`config.mk`:
```
export PLATFORM = sky130hd
export DESIGN_NAME = instr_decode_pipe
export DESIGN_NICKNAME = d
export VERILOG_FILES = /design/src/rtl/instr_decode_pipe.sv
export SDC_FILE = /design/constraint.sdc
export NUM_CORES = 1
export LEC_CHECK = 0
export BUFFER_PORTS_ARGS = -buffer_cell sky130_fd_sc_hd__buf_2
export CAP_MARGIN = 20
export CORE_ASPECT_RATIO = 0.8
export CORE_MARGIN = 2
export CORE_UTILIZATION = 50
export CTS_CLUSTER_DIAMETER = 80
export CTS_CLUSTER_SIZE = 28
export DETAILED_ROUTE_END_ITERATION = 7
export GPL_ROUTABILITY_DRIVEN = 0
export PLACE_DENSITY = 0.76
export SKIP_CTS_REPAIR_TIMING = 1
export SLEW_MARGIN = 5
export SYNTH_ARGS = -nofsm -noshare
export SYNTH_HDL_FRONTEND = slang
export SYNTH_SLANG_ARGS = --single-unit
```
`constraint.sdc`:
```
create_clock -name clk -period 3.1 [get_ports clk]
set_input_delay 0.31 -clock clk [delete_from_list [all_inputs] [get_ports clk]]
set_output_delay 0.31 -clock clk [all_outputs]
set_load 0.02 [all_outputs]
```
`src/rtl/instr_decode_pipe.sv`:
```
// instr_decode_pipe
//   Pipelined instruction decoder. Raw words come in over a valid/ready
//   handshake. Each word is decoded combinationally into flag/oper/register/
//   immediate/memory fields and written into a DEPTH-entry in-order buffer.
//   The output ports always show the head record. They are all zero when the
//   buffer is empty or reset is asserted.
//
//   Optional feature macro: DECODE_STATS_EN
//     Adds the saturating 16-bit counters cnt_decoded and cnt_illegal.
//
//   Ports:
//     clk, rst     clock, synchronous active-high reset
//     in_valid     instruction word present
//     in_ready     decoder can accept a word (not in reset, buffer not full)
//     instruction  raw instruction word (INSTR_W bits)
//     out_valid    head entry valid
//     out_ready    consumer takes the head entry
//     flag, oper, rega, regb, intermed, mem_op, mem_addr, illegal
//                  decoded fields of the head entry
//     cnt_decoded  accepted words          (DECODE_STATS_EN only)
//     cnt_illegal  accepted illegal words  (DECODE_STATS_EN only)
module instr_decode_pipe #(
   parameter int REG_W   = 6,
   parameter int IMM_W   = 16,
   parameter int ADDR_W  = 10,
   parameter int INSTR_W = 30,
   parameter int DEPTH   = 2
) (
   input  logic               clk,
   input  logic               rst,
   input  logic               in_valid,
   output logic               in_ready,
   input  logic [INSTR_W-1:0] instruction,
   output logic               out_valid,
   input  logic               out_ready,
   output logic [1:0]         flag,
   output logic [3:0]         oper,
   output logic [REG_W-1:0]   rega,
   output logic [REG_W-1:0]   regb,
   output logic [IMM_W-1:0]   intermed,
   output logic [1:0]         mem_op,
   output logic [ADDR_W-1:0]  mem_addr,
   output logic               illegal
`ifdef DECODE_STATS_EN
   ,
   output logic [15:0]        cnt_decoded,
   output logic [15:0]        cnt_illegal
`endif
);

   localparam int PTR_W = (DEPTH > 1) ? $clog2(DEPTH) : 1;

   typedef struct packed {
      logic [1:0]        flag;
      logic [3:0]        oper;
      logic [REG_W-1:0]  rega;
      logic [REG_W-1:0]  regb;
      logic [IMM_W-1:0]  intermed;
      logic [1:0]        mem_op;
      logic [ADDR_W-1:0] mem_addr;
      logic              illegal;
   } rec_t;

   rec_t             dec;
   rec_t             head;
   rec_t             mem [DEPTH];
   logic [PTR_W-1:0] rd_ptr;
   logic [PTR_W-1:0] wr_ptr;
   logic [PTR_W:0]   count;
   logic             accept;
   logic             consume;

   // Bits above the used fields are intentionally ignored.
   logic unused_instr;
   assign unused_instr = ^instruction;

   // ---------------------------------------------------------------------
   // Combinational decode of the incoming word
   // ---------------------------------------------------------------------
   always_comb begin
      dec      = '0;
      dec.flag = instruction[1:0];
      unique case (instruction[1:0])
         2'd1: begin
            dec.oper = instruction[5:2];
            dec.rega = instruction[6 +: REG_W];
            dec.regb = instruction[6+REG_W +: REG_W];
         end
         2'd2: begin
            dec.oper = instruction[5:2];
            unique case (instruction[5:2])
               4'd2: begin
                  dec.rega = instruction[6 +: REG_W];
                  dec.regb = instruction[6+REG_W +: REG_W];
               end
               4'd3: begin
                  dec.rega     = instruction[6 +: REG_W];
                  dec.intermed = instruction[6+REG_W +: IMM_W];
               end
               default: dec.illegal = 1'b1;
            endcase
         end
         2'd3: begin
            dec.mem_op = instruction[3:2];
            if (instruction[3:2] == 2'd1 || instruction[3:2] == 2'd2) begin
               dec.rega     = instruction[4 +: REG_W];
               dec.mem_addr = instruction[4+REG_W +: ADDR_W];
            end else begin
               dec.mem_addr = instruction[4 +: ADDR_W];
               dec.intermed = instruction[4+ADDR_W +: IMM_W];
            end
         end
         default: ;  // NOP: all fields zero
      endcase
   end

   // ---------------------------------------------------------------------
   // In-order output buffer
   // ---------------------------------------------------------------------
   assign in_ready  = !rst && (count < (PTR_W+1)'(DEPTH));
   assign out_valid = !rst && (count != '0);
   assign accept    = in_valid && in_ready;
   assign consume   = out_valid && out_ready;

   always_ff @(posedge clk) begin
      if (accept)
         mem[wr_ptr] <= dec;
   end

   // DEPTH is a power of two, so the pointers wrap by natural overflow.
   always_ff @(posedge clk) begin
      if (rst) begin
         rd_ptr <= '0;
         wr_ptr <= '0;
         count  <= '0;
      end else begin
         if (accept)
            wr_ptr <= wr_ptr + PTR_W'(1);
         if (consume)
            rd_ptr <= rd_ptr + PTR_W'(1);
         unique case ({accept, consume})
            2'b10:   count <= count + (PTR_W+1)'(1);
            2'b01:   count <= count - (PTR_W+1)'(1);
            default: ;
         endcase
      end
   end

   assign head     = out_valid ? mem[rd_ptr] : '0;
   assign flag     = head.flag;
   assign oper     = head.oper;
   assign rega     = head.rega;
   assign regb     = head.regb;
   assign intermed = head.intermed;
   assign mem_op   = head.mem_op;
   assign mem_addr = head.mem_addr;
   assign illegal  = head.illegal;

`ifdef DECODE_STATS_EN
   // ---------------------------------------------------------------------
   // Saturating accept statistics
   // ---------------------------------------------------------------------
   always_ff @(posedge clk) begin
      if (rst) begin
         cnt_decoded <= '0;
         cnt_illegal <= '0;
      end else if (accept) begin
         if (cnt_decoded != '1)
            cnt_decoded <= cnt_decoded + 16'd1;
         if (dec.illegal && cnt_illegal != '1)
            cnt_illegal <= cnt_illegal + 16'd1;
      end
   end
`endif

endmodule

```
==> impl_metrics.yaml, run 1 <==
critical_path:
  critPathCaptureType: "primary output"
  crit_slowest_cell: "dfxtp_2"
  worstSetupPathType: "flop to primary output"
  crit_fanout: 34
  start_kind: "flop"
  timing.rr.start: "count[1]"
  crit_required_ns: 2.79
  arrival_ns: 1.84
  crit_path_cell_trace: "buf_12 -> mux2i_1 -> nor2_1 -> buf_2"
  cpPeakStageDelay_ns: 0.63
  r2r_end: "count[1]"
  r2r_slack_ns: 1.19
  worstRegToRegCells: 6
clock_tree:
  clk_latency_ns: 0.36
  path_clk_slew_ns: 0.10
  cts_buffer_depth: 2
  clock_sinks: 99
  cts_buffers: 9
  cts_tree: "built"
  htree_levels: 3
  root_buffer: "clkbuf_8"
global_routing:
  track_usage: 0.189
  grt-ovfl-total: 0
  grt_pass1_vias: 2622
  antenna_found_initial: 0
  grt_max_degree: 49
  grt_pass1_wl_um: 13600
timing:
  max_slew.worst_pin.slew_ns: 0.663
  clock_skew_ns: 0.0153
  fin_crit_ns: 2.15
  fmax_mhz: 464
  slew_viol_final: 0
  layout_setup_ws_ns: 0.947
  period_share: 0.695
  slew_headroom: 0.558
  setup_violations: 0
  rsz0062_at_grt: "no"
  tns_ns: 0
  hold_violations: 0
finish:
  register_area_um2: 2920
  final_nets: 434
  nFillCells: 707
  multiInputGateArea_um2: 1410
  areaGrowthSynthToFinish_pct: 15.7
  num_antenna_cells: 0
  drive_above_1_share: 0.269
  final_util: 0.600
detailed_routing:
  viasPerCell: 5.36
  drtAntennaViolNets: 0
  drc: 0
  post_drt_wl_per_cell_um: 17.1
  wl_um: 8700
  dr.pass1.iters: 4
  drt_iter0_drc: 197
  vias: 2734
die:
  coreArea_um2: 8560
  initial_utilization: 0.519
  fp.dieH_um: 88.3
  rows: 30
  io_pins: 83
  die_w_um: 109
  die-area_um2: 9660
power:
  peakVddDrop_mv: 0.386
  switching_share: 0.274
  p_int_mw: 2.02
  p_per_area_nw_per_um2: 542
  p_seq_frac: 0.566
  power_frac_comb: 0.167
  pwr-share-clk: 0.266
  p_switching_mw: 0.763
  p_leak_nw: 1.97
hold_path:
  hold_depth: 2
  hold_class: "input pin to flop"
  min_to: "wr_ptr"
  hold_start: "rst"
yosys:
  syn_area_per_cell_um2: 14.1
  ys_ff_latch: 99
  ys_types: 30
  syn_inst: 314
  synth_ff_type: "edfxtp_1"
  yosys_warnings: 0
  synth.cell_area_um2: 4440
  syn_nets: 355
  synth-edff-count: 94
  synthArstFlopShare: 0
  yosysSeqAreaShare: 0.658
place:
  numPortBuffers: 82
  hpwl_um: 5740
  pre_cts_slack_ns: 0.516
flow_run:
  cap_viol_max_count: 0
run_status:
  outcome: "finished, final reports clean"
==> how the worst max path moves through the flow <==
stage	startpoint	cells after the start	slack [ns]	to
2_1_floorplan	count[1]	3	0.62	mem[0][0]
3_3_place_gp	count[1]	6	0.64	count[1]
3_5_place_dp	count[1]	6	0.52	count[1]
4_1_cts	count[1]	6	0.49	count[1]
5_1_grt	flop	4	0.80	intermed[0]
6_report	flop	4	0.95	intermed[2]
==> final cells by class <==
class                      count  area share
clock buffer                  10      0.0248
clock inverter                 6     0.00974
inverter                       4     0.00292
multi-input combinational    193       0.275
sequential                    99       0.569
tap                          112      0.0273
timing repair buffer          86      0.0906
==> metrics by stage <==
step | std cells | total power, mW | hold WS (ns) | area (µm²)
after detailed placement | 493 | 2.07 | 0.459 | 4940
after floorplan | 314 | 1.91 | 0.379 | 4440
after CTS | 509 | 2.80 | 0.170 | 5120
after global routing | 510 | 2.91 | 0.167 | 5140
final | 510 | 2.78 | 0.182 | 5140
after global placement | 493 | 2.06 | 0.450 | 4940
==> cells by family (layout without fill, tap and decap cells) <==
group / after synthesis / after routing / share of synthesized area
AOI/OAI and AO/OA: 33 / 33 / 0.0558
DFF: 99 / 99 / 0.658
adders and majority gates: 7 / 7 / 0.0197
muxes: 59 / 59 / 0.133
xor gates and xnor gates: 3 / 3 / 0.00592
and+or+nand+nor: 91 / 91 / 0.0995
buffers and inverters: 22 / 106 / 0.0279
==> state kept, by name (all words and copies together), names as in the netlist, named ones only <==
name,cells
rd_ptr,1
count,2
wr_ptr,1
mem,94
==> metal layers <==
metal / up-vias / wire length [µm] / track usage
met4: 0 / 52 / 0.0541
met1: 1315 / 3830 / 0.254
met3: 4 / 621 / 0.0449
li1: 1313 / - / -
met5: - / 0 / 0
met2: 102 / 4200 / 0.313
==> power groups by stage <==
stage	logic [mW]	clock network (mW)	registers (mW)
after floorplan	0.326	0	1.59
after global placement	0.452	0	1.60
after detailed placement	0.460	0	1.61
after CTS	0.462	0.758	1.58
after global routing	0.506	0.817	1.58
final	0.465	0.742	1.58
==> placed cells by master, fill, tap and decap left out <==
cell type | netlist | routed
edfxtp_1 | 94 | 94
buf_2 | 8 | 82
mux2i_1 | 59 | 59
nor2_1 | 52 | 51
a22o_1 | 16 | 16
nor2b_1 | 12 | 12
and2_1 | 9 | 9
clkbuf_8 | 0 | 9
a21oi_1 | 7 | 7
ha_1 | 7 | 7
nand3_1 | 6 | 6
a22oi_1 | 6 | 6
and3_1 | 7 | 6
inv_1 | 4 | 4
clkinvlp_4 | 0 | 4
dfxtp_1 | 5 | 4
xnor2_1 | 2 | 2
buf_12 | 1 | 2
buf_4 | 2 | 2
o21bai_4 | 0 | 1
nand2_1 | 1 | 1
nor3b_4 | 1 | 1
or2_2 | 1 | 1
a21o_1 | 1 | 1
and3_2 | 0 | 1
a21boi_0 | 1 | 1
nor2_4 | 0 | 1
xor2_1 | 1 | 1
nand2b_1 | 1 | 1
o21ai_0 | 1 | 1
or3_1 | 1 | 1
dfxtp_2 | 0 | 1
inv_8 | 0 | 1
inv_6 | 0 | 1
clkbuf_1 | 5 | 1
==> cell usage after synthesis (all sizes together), types with 2 or more instances <==
cell,instances,area share
inv,4,0.0034
edfxtp,94,0.64
ha,7,0.020
and2,9,0.013
and3,7,0.0099
mux2i,59,0.13
nor2,52,0.044
dfxtp,5,0.023
nor2b,12,0.017
clkbuf,5,0.0042
buf,13,0.020
a22oi,6,0.010
a21oi,7,0.0079
xnor2,2,0.0039
nand3,6,0.0068
a22o,16,0.032
==> critical path: cells and delay by family, from the launching register on <==
kind,cells,cell delay [ns]
flip-flops,1,0.63
buffers and inverters,2,0.48
multiplexers,1,0.30
AND/OR/NAND/NOR,1,0.06
(Power assumes the default switching activity.)
==> inputs of run 2 (changes only) <==
--- a/config.mk
+++ b/config.mk
@@ -9,12 +9,12 @@
 export CAP_MARGIN = 20
 export CORE_ASPECT_RATIO = 0.8
 export CORE_MARGIN = 2
-export CORE_UTILIZATION = 50
+export CORE_UTILIZATION = 55
 export CTS_CLUSTER_DIAMETER = 80
 export CTS_CLUSTER_SIZE = 28
 export DETAILED_ROUTE_END_ITERATION = 7
 export GPL_ROUTABILITY_DRIVEN = 0
-export PLACE_DENSITY = 0.76
+export PLACE_DENSITY = 0.79
 export SKIP_CTS_REPAIR_TIMING = 1
 export SLEW_MARGIN = 5
 export SYNTH_ARGS = -nofsm -noshare
==> constraint.sdc (replaced) <==
create_clock -name clk -period 2 [get_ports clk]
set_input_delay 0.2 -clock clk [delete_from_list [all_inputs] [get_ports clk]]
set_output_delay 0.2 -clock clk [all_outputs]
set_load 0.02 [all_outputs]
==> impl_metrics.yaml, run 2 (synthesized netlist as in run 1, its figures left out) <==
run_status:
  outcome: "finished, final reports clean"
die:
  io_pins: 83
  die-area_um2: 8810
  initial_utilization: 0.564
  fp.dieH_um: 84.4
  coreArea_um2: 7870
  die_w_um: 104
  rows: 29
critical_path:
  r2r_slack_ns: 0.33
  worstSetupPathType: "flop to primary output"
  timing.rr.start: "count[1]"
  crit_path_cell_trace: "o21bai_4 -> buf_4 -> nor2_1 -> buf_2"
  arrival_ns: 1.65
  crit_required_ns: 1.80
  cpPeakStageDelay_ns: 0.44
  worstRegToRegCells: 6
  crit_slowest_cell: "buf_4"
  crit_fanout: 47
  r2r_end: "count[1]"
  start_kind: "flop"
  critPathCaptureType: "primary output"
detailed_routing:
  vias: 2789
  drtAntennaViolNets: 0
  viasPerCell: 5.49
  drt_iter0_drc: 150
  drc: 0
  dr.pass1.iters: 4
  wl_um: 8640
  post_drt_wl_per_cell_um: 17.0
power:
  peakVddDrop_mv: 0.532
  p_seq_frac: 0.572
  p_leak_nw: 1.99
  p_per_area_nw_per_um2: 825
  p_int_mw: 3.12
  p_switching_mw: 1.13
  pwr-share-clk: 0.254
  switching_share: 0.266
  power_frac_comb: 0.174
clock_tree:
  cts_buffer_depth: 2
  htree_levels: 3
  clock_sinks: 99
  root_buffer: "clkbuf_8"
  cts_tree: "built"
  clk_latency_ns: 0.35
  path_clk_slew_ns: 0.09
  cts_buffers: 9
finish:
  drive_above_1_share: 0.265
  nFillCells: 617
  num_antenna_cells: 0
  multiInputGateArea_um2: 1410
  layout_commonest_cell: "edfxtp_1"
  regMostFlops: "mem"
  layout_common_cells: "edfxtp_1 (94), buf_2 (82), mux2i_1 (59)"
  largest_reg_flops: 94
  areaGrowthSynthToFinish_pct: 15.8
  register_area_um2: 2920
  final_nets: 436
  reg_top3: "mem (94), count (2)"
  final_cells: 508
global_routing:
  antenna_found_initial: 0
  track_usage: 0.203
  grt_pass1_wl_um: 13800
  grt-ovfl-total: 0
  grt_max_degree: 48
  grt_pass1_vias: 2787
hold_path:
  hold_class: "input pin to flop"
  hold_start: "instruction[0]"
  min_to: "mem[1][45]"
  hold_depth: 1
timing:
  hold_violations: 0
  setup_violations: 0
  clock_skew_ns: 0.00535
  fin_crit_ns: 1.85
  period_share: 0.927
  slew_viol_final: 0
  tns_ns: 0
  fmax_mhz: 540
  rsz0062_at_grt: "no"
  slew_headroom: 0.591
  max_slew.worst_pin.slew_ns: 0.614
place:
  numPortBuffers: 82
  dp_cells: 492
  hpwl_um: 5790
flow_run:
  cap_viol_max_count: 0
## run 2: cell types whose count changed in the layout (fill, tap and decap cells not counted), sizes merged
cell	delta
buf	+2
inv	-2
clkinvlp	-4
clkbuf	+1
clkinv	+5
## run 2: final cells by class
class	instances	share of cell area
Clock inverter	5	0.00584
Inverter	4	0.00292
Sequential cell	99	0.569
Multi-Input combinational cell	193	0.275
Tap cell	108	0.0263
Timing Repair Buffer	88	0.0959
Clock buffer	11	0.0255
## run 2: through the flow
stage / instance area, µm² / worst slack, ns / hold slack (ns) / power (mW) / util
6_report: 5140 / 0.147 / 0.0831 / 4.24 / 0.653
5_1_grt: 5140 / 0.0148 / 0.0636 / 4.42 / 0.653
4_1_cts: 5140 / 0.129 / 0.0639 / 4.28 / 0.653
3_5_place_dp: 4980 / 0.119 / 0.446 / 3.21 / 0.633
3_3_place_gp: 4980 / 0.201 / 0.436 / 3.19 / 0.633
2_1_floorplan: 4450 / 0.0106 / 0.269 / 2.97 / -
## run 2: worst max-delay path by stage
stage | startpoint | end | slack, ns | cells after the start
after floorplan | count[1] | mem[0][0] | 0.01 | 3
after global placement | instruction[0] | mem[1][27] | 0.20 | 6
after detailed placement | instruction[0] | mem[0][17] | 0.12 | 6
after CTS | count[1] | regb[0] | 0.13 | 4
after global routing | count[1] | intermed[3] | 0.01 | 4
final | count[1] | regb[4] | 0.15 | 4
## run 2: critical path: cells and delay by family (launching register included)
family | cells | cell delay [ns]
simple gates | 1 | 0.12
flops | 1 | 0.38
compound gates | 1 | 0.16
buf+inv | 2 | 0.62
## run 2: layer usage
layer	global-route usage	up-vias	part of all wire	wire [µm]
met3	0.0683	7	0.079	684
met4	0.0418	0	0.0066	57
met1	0.262	1342	0.42	3650
met5	0	-	0	0
met2	0.339	116	0.49	4250
li1	-	1324	-	-
## run 2: power by group through the flow
stage / Clock [mW] / Sequential, mW / Combinational [mW]
finish: 1.08 / 2.43 / 0.737
global route: 1.18 / 2.44 / 0.801
detailed placement: 0 / 2.47 / 0.740
global placement: 0 / 2.47 / 0.728
floorplan: 0 / 2.46 / 0.507
CTS: 1.11 / 2.43 / 0.742
==> inputs of run 3 (changes only) <==
--- a/config.mk
+++ b/config.mk
@@ -15,8 +15,8 @@
 export DETAILED_ROUTE_END_ITERATION = 7
 export GPL_ROUTABILITY_DRIVEN = 0
 export PLACE_DENSITY = 0.79
+export REMOVE_ABC_BUFFERS = 1
 export SKIP_CTS_REPAIR_TIMING = 1
-export SLEW_MARGIN = 5
 export SYNTH_ARGS = -nofsm -noshare
 export SYNTH_HDL_FRONTEND = slang
 export SYNTH_SLANG_ARGS = --single-unit
==> impl_metrics.yaml, run 3 (synthesized netlist as in run 1, its figures left out) <==
run_status:
  outcome: "finished, final reports clean"
timing:
  setup_violations: 0
  rsz0062_at_grt: "no"
  clock_skew_ns: 0.00712
  fin_crit_ns: 1.87
  max_slew.worst_pin.slew_ns: 0.632
  slew_viol_final: 0
  slew_headroom: 0.579
  period_share: 0.937
  fmax_mhz: 534
  hold_violations: 0
clock_tree:
  clk_latency_ns: 0.36
  cts_buffer_depth: 2
  clock_sinks: 99
  root_buffer: "clkbuf_8"
  path_clk_slew_ns: 0.09
  htree_levels: 3
  cts_tree: "built"
  cts_buffers: 9
detailed_routing:
  drc: 0
  dr.pass1.iters: 4
  viasPerCell: 5.39
  drt_iter0_drc: 159
  wl_um: 8540
  post_drt_wl_per_cell_um: 16.8
  drtAntennaViolNets: 0
  vias: 2741
critical_path:
  worstSetupPathType: "flop to primary output"
  crit_required_ns: 1.80
  critPathCaptureType: "primary output"
  arrival_ns: 1.67
  crit_fanout: 47
  start_kind: "flop"
finish:
  post-route-cell-area_um2: 5150
  nFillCells: 634
  regMostFlops: "mem"
  final_cells: 509
  register_area_um2: 2920
  multiInputGateArea_um2: 1410
  reg_top3: "mem (94), count (2)"
  num_antenna_cells: 0
  layout_commonest_cell: "edfxtp_1"
  drive_above_1_share: 0.272
  final_nets: 438
  areaGrowthSynthToFinish_pct: 16.1
  largest_reg_flops: 94
  layout_common_cells: "edfxtp_1 (94), buf_2 (82), mux2i_1 (59)"
place:
  dp_cells: 494
  numPortBuffers: 82
  placed_area_um2: 4970
  hpwl_um: 5670
hold_path:
  hold_class: "input pin to flop"
global_routing:
  grt_pass1_wl_um: 13300
  grt_pass1_vias: 2708
  grt_max_degree: 48
  grt-ovfl-total: 0
  antenna_found_initial: 0
  track_usage: 0.198
power:
  peakVddDrop_mv: 0.443
  finalPower_mw: 4.35
  p_leak_nw: 2.00
  p_per_area_nw_per_um2: 844
die:
  rows: 29
  io_pins: 83
  coreArea_um2: 7870
  initial_utilization: 0.564
  die_w_um: 104
  fp.dieH_um: 84.4
  die-area_um2: 8810
flow_run:
  cap_viol_max_count: 0
[run 3: area by class of cell]
| class | instances | share of cell area |
|---|---|---|
| timing repair buffer | 90 | 0.0937 |
| clock buffer | 10 | 0.0248 |
| multi-input combinational | 193 | 0.274 |
| clock inverter | 5 | 0.0107 |
| tap | 108 | 0.0262 |
| sequential | 99 | 0.567 |
| inverter | 4 | 0.00291 |
[run 3: worst max-delay path, stage by stage (launching register included)]
cell	delay (ns)
dfxtp_1	0.37
o21bai_4	0.16
buf_4	0.45
nor2_1	0.13
buf_2	0.19
[run 3: path summary, 6_finish.rpt]
path	slack (ns)	startpoint	end	depth (start not counted)
worst max-delay path	0.13	count[1]	regb[0]	4
worst min-delay path	0.08	instruction[0]	mem[0][45]	1
worst max register to register	0.33	count[1]	count[1]	6
worst min register to register	0.48	rd_ptr	flop	1
[run 3: stage by stage]
stage / util / hold WS [ns] / setup WS (ns) / TNS, ns
finish: 0.655 / 0.0765 / 0.127 / 0
global route: 0.655 / 0.0607 / 0.00860 / 0
CTS: 0.655 / 0.0620 / 0.0815 / 0
detailed placement: 0.631 / 0.448 / 0.240 / 0
global placement: 0.631 / 0.436 / 0.267 / 0
floorplan: - / 0.269 / -1.65 / -109.23
[run 3: routing by layer]
metal / vias to the layer above / wire length [µm] / GRT usage / part of all wire
met5: - / 0 / 0 / 0
met4: 0 / 46 / 0.0614 / 0.0054
met3: 5 / 537 / 0.0559 / 0.063
met2: 93 / 4230 / 0.311 / 0.50
met1: 1322 / 3720 / 0.271 / 0.44
li1: 1321 / - / - / -
[run 3: power breakdown]
group / leakage, nW / switching [mW] / internal [mW]
logic: 0.981 / 0.456 / 0.276
registers: 0.931 / 0.0368 / 2.39
clock network: 0.0898 / 0.628 / 0.568
